[src/rtl/edge_threshold_stats_if.sv]
// rtl/edge_threshold_stats_if.sv - pixel stream in/out and per-frame statistics bundle
interface edge_threshold_stats_if;
    logic        in_valid;
    logic [7:0]  in_pixel;
    logic [7:0]  thr;
    logic        out_valid;
    logic [7:0]  out_pixel;
    logic        out_sof;
    logic        out_eol;
    logic        out_eof;
    logic        frame_done;
    logic [31:0] edge_count;
    logic [7:0]  peak_mag;
    logic        bbox_valid;
    logic [15:0] bbox_xmin;
    logic [15:0] bbox_xmax;
    logic [15:0] bbox_ymin;
    logic [15:0] bbox_ymax;

    modport slave (
        input  in_valid, in_pixel, thr,
        output out_valid, out_pixel, out_sof, out_eol, out_eof, frame_done,
        output edge_count, peak_mag, bbox_valid, bbox_xmin, bbox_xmax, bbox_ymin, bbox_ymax
    );

    modport master (
        output in_valid, in_pixel, thr,
        input  out_valid, out_pixel, out_sof, out_eol, out_eof, frame_done,
        input  edge_count, peak_mag, bbox_valid, bbox_xmin, bbox_xmax, bbox_ymin, bbox_ymax
    );
endinterface

[src/rtl/edge_threshold_stats.sv]
// rtl/edge_threshold_stats.sv - binarise edge magnitudes and publish per-frame edge statistics
module edge_threshold_stats #(
    parameter int W = 630,
    parameter int H = 630
) (
    input  logic                   clk,
    input  logic                   rst_n,
    edge_threshold_stats_if.slave  s
);
    localparam logic [15:0] XLAST = 16'(W - 1);
    localparam logic [15:0] YLAST = 16'(H - 1);

    logic [15:0] x, y;
    logic [7:0]  thr_eff;
    logic [31:0] cnt;
    logic [7:0]  pk;
    logic        any;
    logic [15:0] xmin, xmax, ymin, ymax;

    logic        first, eol, last, is_edge;
    logic [7:0]  thr_use;
    logic [31:0] base_cnt, cnt_n;
    logic [7:0]  base_pk, pk_n;
    logic        base_any, any_n;
    logic [15:0] xmin_n, xmax_n, ymin_n, ymax_n;

    assign first   = (x == 16'd0) && (y == 16'd0);
    assign eol     = (x == XLAST);
    assign last    = eol && (y == YLAST);
    // the first pixel of a frame sees the live threshold, not the stale latch
    assign thr_use = first ? s.thr : thr_eff;
    assign is_edge = (s.in_pixel >= thr_use);

    always_comb begin
        // pixel (0,0) restarts the accumulators instead of merging into them
        base_cnt = first ? 32'd0 : cnt;
        base_pk  = first ? 8'd0  : pk;
        base_any = first ? 1'b0  : any;
        cnt_n    = base_cnt + 32'(is_edge);
        pk_n     = (s.in_pixel > base_pk) ? s.in_pixel : base_pk;
        any_n    = base_any | is_edge;
        xmin_n   = xmin;
        xmax_n   = xmax;
        ymin_n   = ymin;
        ymax_n   = ymax;
        if (is_edge) begin
            if (!base_any) begin
                xmin_n = x;
                xmax_n = x;
                ymin_n = y;
                ymax_n = y;
            end else begin
                xmin_n = (x < xmin) ? x : xmin;
                xmax_n = (x > xmax) ? x : xmax;
                ymin_n = (y < ymin) ? y : ymin;
                ymax_n = (y > ymax) ? y : ymax;
            end
        end
    end

    always_ff @(posedge clk or negedge rst_n) begin
        if (!rst_n) begin
            x       <= 16'd0;
            y       <= 16'd0;
            thr_eff <= 8'd0;
            cnt     <= 32'd0;
            pk      <= 8'd0;
            any     <= 1'b0;
            xmin    <= 16'd0;
            xmax    <= 16'd0;
            ymin    <= 16'd0;
            ymax    <= 16'd0;
        end else if (s.in_valid) begin
            if (first) thr_eff <= s.thr;
            if (eol) begin
                x <= 16'd0;
                y <= last ? 16'd0 : y + 16'd1;
            end else begin
                x <= x + 16'd1;
            end
            cnt  <= cnt_n;
            pk   <= pk_n;
            any  <= any_n;
            xmin <= xmin_n;
            xmax <= xmax_n;
            ymin <= ymin_n;
            ymax <= ymax_n;
        end
    end

    always_ff @(posedge clk or negedge rst_n) begin
        if (!rst_n) begin
            s.out_valid  <= 1'b0;
            s.out_pixel  <= 8'd0;
            s.out_sof    <= 1'b0;
            s.out_eol    <= 1'b0;
            s.out_eof    <= 1'b0;
            s.frame_done <= 1'b0;
            s.edge_count <= 32'd0;
            s.peak_mag   <= 8'd0;
            s.bbox_valid <= 1'b0;
            s.bbox_xmin  <= 16'd0;
            s.bbox_xmax  <= 16'd0;
            s.bbox_ymin  <= 16'd0;
            s.bbox_ymax  <= 16'd0;
        end else begin
            s.out_valid  <= s.in_valid;
            s.out_sof    <= s.in_valid && first;
            s.out_eol    <= s.in_valid && eol;
            s.out_eof    <= s.in_valid && last;
            s.frame_done <= s.in_valid && last;
            if (s.in_valid) s.out_pixel <= is_edge ? 8'd255 : 8'd0;
            if (s.in_valid && last) begin
                s.edge_count <= cnt_n;
                s.peak_mag   <= pk_n;
                s.bbox_valid <= any_n;
                s.bbox_xmin  <= any_n ? xmin_n : 16'd0;
                s.bbox_xmax  <= any_n ? xmax_n : 16'd0;
                s.bbox_ymin  <= any_n ? ymin_n : 16'd0;
                s.bbox_ymax  <= any_n ? ymax_n : 16'd0;
            end
        end
    end
endmodule

[src/flat_wrapper.sv]
// flat-port wrapper written by rule: the top's interface ports become plain ports
module edge_threshold_stats_flat 
#(
    parameter int W = 630,
    parameter int H = 630
)
  (clk, rst_n, s_in_valid, s_in_pixel, s_thr, s_out_valid, s_out_pixel, s_out_sof, s_out_eol, s_out_eof, s_frame_done, s_edge_count, s_peak_mag, s_bbox_valid, s_bbox_xmin, s_bbox_xmax, s_bbox_ymin, s_bbox_ymax);
  edge_threshold_stats_if s_i ();
  input  logic clk;
  input  logic rst_n;
  input wire logic [$bits(s_i.in_valid)-1:0] s_in_valid;
  input wire logic [$bits(s_i.in_pixel)-1:0] s_in_pixel;
  input wire logic [$bits(s_i.thr)-1:0] s_thr;
  output wire logic [$bits(s_i.out_valid)-1:0] s_out_valid;
  output wire logic [$bits(s_i.out_pixel)-1:0] s_out_pixel;
  output wire logic [$bits(s_i.out_sof)-1:0] s_out_sof;
  output wire logic [$bits(s_i.out_eol)-1:0] s_out_eol;
  output wire logic [$bits(s_i.out_eof)-1:0] s_out_eof;
  output wire logic [$bits(s_i.frame_done)-1:0] s_frame_done;
  output wire logic [$bits(s_i.edge_count)-1:0] s_edge_count;
  output wire logic [$bits(s_i.peak_mag)-1:0] s_peak_mag;
  output wire logic [$bits(s_i.bbox_valid)-1:0] s_bbox_valid;
  output wire logic [$bits(s_i.bbox_xmin)-1:0] s_bbox_xmin;
  output wire logic [$bits(s_i.bbox_xmax)-1:0] s_bbox_xmax;
  output wire logic [$bits(s_i.bbox_ymin)-1:0] s_bbox_ymin;
  output wire logic [$bits(s_i.bbox_ymax)-1:0] s_bbox_ymax;
  assign s_i.in_valid = s_in_valid;
  assign s_i.in_pixel = s_in_pixel;
  assign s_i.thr = s_thr;
  assign s_out_valid = s_i.out_valid;
  assign s_out_pixel = s_i.out_pixel;
  assign s_out_sof = s_i.out_sof;
  assign s_out_eol = s_i.out_eol;
  assign s_out_eof = s_i.out_eof;
  assign s_frame_done = s_i.frame_done;
  assign s_edge_count = s_i.edge_count;
  assign s_peak_mag = s_i.peak_mag;
  assign s_bbox_valid = s_i.bbox_valid;
  assign s_bbox_xmin = s_i.bbox_xmin;
  assign s_bbox_xmax = s_i.bbox_xmax;
  assign s_bbox_ymin = s_i.bbox_ymin;
  assign s_bbox_ymax = s_i.bbox_ymax;
  edge_threshold_stats #(.W(W), .H(H)) u_core (.clk(clk), .rst_n(rst_n), .s(s_i));
endmodule
[config.mk]
export PLATFORM = sky130hd
export DESIGN_NAME = edge_threshold_stats_flat
export DESIGN_NICKNAME = d
export VERILOG_FILES = /design/src/rtl/edge_threshold_stats_if.sv /design/src/rtl/edge_threshold_stats.sv /design/src/flat_wrapper.sv
export SDC_FILE = /design/constraint.sdc
export NUM_CORES = 1
export LEC_CHECK = 0
export CAP_MARGIN = 20
export CORE_AREA = 3 3 199 201
export CTS_CLUSTER_DIAMETER = 60
export DETAILED_ROUTE_END_ITERATION = 8
export DIE_AREA = 0 0 202 204
export PLACE_DENSITY = 0.59
export SYNTH_ARGS = -nofsm -noshare
export SYNTH_HDL_FRONTEND = slang
export SYNTH_SLANG_ARGS = --single-unit
[constraint.sdc]
create_clock -name clk -period 6.1 [get_ports clk]
set_clock_uncertainty 0.15 [all_clocks]
set_input_delay 0.61 -clock clk [delete_from_list [all_inputs] [get_ports clk]]
set_output_delay 0.61 -clock clk [all_outputs]
set_load 0.02 [all_outputs]
==> reports/results.ini, run 1 <==
[outcome]
status=complete, no violations

[yosys]
synth-seq-cells=255
synth_ff_type=dfrtp_1
synth_nets=1490
synth_edf_count=0
netlist_instances=1384
synth_area_leader_cell=dfrtp_1
synthArstFlopShare_pct=100
syn_area_um2=13300
synth_top_cells_by_count=nand2_1, dfrtp_1, o21ai_0
synth_most_common_cell=nand2_1
ys_seq_area_share_pct=48.0
avgSynthCellArea_um2=9.60
synth_top_area_share_pct=48.0
synth_area_leaders=dfrtp_1, nand2_1, ha_1
ys.warnings.count=0
synth.distinct_cells=57

[pwr]
combPwrFrac_pct=26.6
pwr_density_cell_nw_per_um2=331
totalPowerFinal_w=0.00539
p_sw_share_pct=32.3
peakVddDrop_mv=0.250
p_leak_nw=7.63
p_seq_share_pct=36.4
p_sw_w=0.00174
p_int_w=0.00365
clockPowerShare_pct=37.0

[floorplanning]
placement_rows=71
core-area_um2=37800
start_util_pct=35.2
die_w_um=202
ios=137
dieArea_um2=41200
fp.dieH_um=204

[worst_setup_path]
critPathKind=flip-flop to flip-flop
path_cells=nor4_1, nand3_1, nor3_2, buf_4, mux2i_1, ha_1, o2111ai_1, nor2_1, a21oi_1, inv_1, ha_1, ha_1, nand3_1, nor3_1, buf_4, and3_1, nor3b_1, a21oi_1, a21oi_1, o21ai_0
cp.required_ns=6.32
start_kind=flip-flop
cp_max_fo=37
cp.arrival_ns=5.49
cpLargestDelayFamily=simple AND/OR/NAND/NOR gates
crit_buf_inv=3
slowest_delay_ns=0.53
cp-end-kind=flip-flop
cp_slowest_cell=nor4_1

[grt]
grt_max_degree=149
grt_pass1_vias=10332
grt_first_pass_wirelength_um=56700
overflow=0
track_usage_pct=16.8
antenna_found_initial=0

[sta]
relSlewSlack_pct=36.6
fmaxAchievable_mhz=189
finalSetupViolCount=0
fin_crit_ns=5.28
hold_violations=0
rsz0062_at_grt=no
worst_pin_slew_ns=0.951
slew_violations=0
finalCritPeriodShare_pct=86.5
setup_tns_ns=0

[clocking]
clock-root-buffer=clkbuf_16
path_clk_slew_ns=0.05
cts_tree=built
clk_latency_ns=0.51
clk_path_buf_depth=3
cts_htree_levels=2
numClockSinks=255
holdBufCountCts=0
cts_made_buffers=34
cts-resized-gates=0
postCtsSetupBuffers=0

[placement]
portBuffers=136
dp_hpwl_um=23100
place.gp.congestion=0.835

[drt]
ant_nets=0
first_iter_violations=490
routed_wl_um=34200
drc=0
first_pass_iters=5
avgRoutedWirePerCell_um=16.8
vias=10125
vias_per_cell=4.98

[job]
drv_cap=0

[hold_path]
hp-class=input pin to async pin

[layout]
num_antenna_cells=0
drive_gt1_share_pct=9.93
num-nets-final=1605
area_growth_syn_to_layout_pct=22.4

==> cell families (layout without fill, tap and decap cells) <==
family	count (synthesis)	in the layout	share of synthesized area, %
AOI/OAI and AO/OA	242	242	11.0
DFF	255	255	48.0
and+or+nand+nor	521	521	17.7
xor gates and xnor gates	51	51	3.36
buffers and inverters	148	285	4.70
muxes	80	80	7.05
adders and majority gates	87	87	8.19
==> power groups by stage <==
stage	sequential, W	combinational, W	clock (W)
2_1_floorplan	0.00194	0.00106	0
3_3_place_gp	0.00198	0.00141	0
3_5_place_dp	0.00199	0.00144	0
4_1_cts	0.00196	0.00145	0.00204
5_1_grt	0.00198	0.00160	0.00212
6_report	0.00196	0.00143	0.00199
==> path summary, 6_finish.rpt <==
check	endpoint	depth (start not counted)	slack (ns)	startpoint
max	u_core.s.edge_count[30]$_DFFE_PN0P_	20	0.82	u_core.y[10]$_DFFE_PN0P_
min	u_core.s.bbox_ymin[9]$_DFFE_PN0P_	1	0.006	rst_n
max reg2reg	u_core.s.edge_count[30]$_DFFE_PN0P_	20	0.82	u_core.y[10]$_DFFE_PN0P_
min reg2reg	u_core.s.bbox_xmax[8]$_DFFE_PN0P_	2	0.31	u_core.s.bbox_xmax[8]$_DFFE_PN0P_
max in group asynchronous	u_core.s.edge_count[27]$_DFFE_PN0P_	2	4.48	rst_n
min in group clk	u_core.s.bbox_xmax[8]$_DFFE_PN0P_	2	0.31	u_core.s.bbox_xmax[8]$_DFFE_PN0P_
==> metal layers <==
layer | track usage, % | up-vias | routed length [um]
met2 | 27.5 | 188 | 15800
li1 | - | 4971 | -
met4 | 3.71 | 0 | 537
met1 | 23.3 | 4926 | 16400
met3 | 3.07 | 40 | 1510
met5 | 0 | - | 0
==> final cells by class <==
type | count | area, um^2
inverters | 74 | 278
multi-input cells | 981 | 6310
well taps | 511 | 639
fillers | 3639 | 21500
clock buffers | 46 | 977
clock inverters | 12 | 150
repair buffers | 153 | 1520
flip-flops and latches | 255 | 6380
==> metrics by stage <==
stage	hold slack (ns)	cell area [um^2]	util, %	setup WS, ns	std cells
floorplan	0.164	13300	-	0.743	1384
CTS	0.0475	16200	43.0	0.778	2031
global route	0.0690	16300	43.1	0.231	2032
global placement	0.300	15100	40.0	1.02	1973
finish	0.00592	16300	43.1	0.823	2032
detailed placement	0.306	15100	40.0	0.827	1973
==> cells in the final DEF, fill, tap and decap left out, types with 35 or more instances in the layout <==
| master | instances |
|---|---|
| mux2_2 | 45 |
| a21oi_1 | 43 |
| o21ai_0 | 113 |
| nand3_1 | 69 |
| nor2_1 | 52 |
| clkdlybuf4s50_1 | 134 |
| ha_1 | 87 |
| clkbuf_16 | 35 |
| nand2_1 | 294 |
| inv_1 | 73 |
| dfrtp_1 | 255 |
==> flip-flops by register name, summed over array words and instances (netlist names), 16 cells and up <==
name,flops
u_core.cnt,32
u_core.s.edge_count,32
u_core.s.bbox_xmax,16
u_core.s.bbox_xmin,16
u_core.s.bbox_ymax,16
u_core.s.bbox_ymin,16
u_core.x,16
u_core.xmax,16
u_core.xmin,16
u_core.y,16
u_core.ymax,16
u_core.ymin,16
Note: power is estimated with default switching activity, not from simulation.
==> inputs of run 2 (changes only) <==
- SKIP_CTS_REPAIR_TIMING: default -> 1
==> results of run 2 <==
Same layout as run 1: the final DEF is identical, and so are final timing and power.
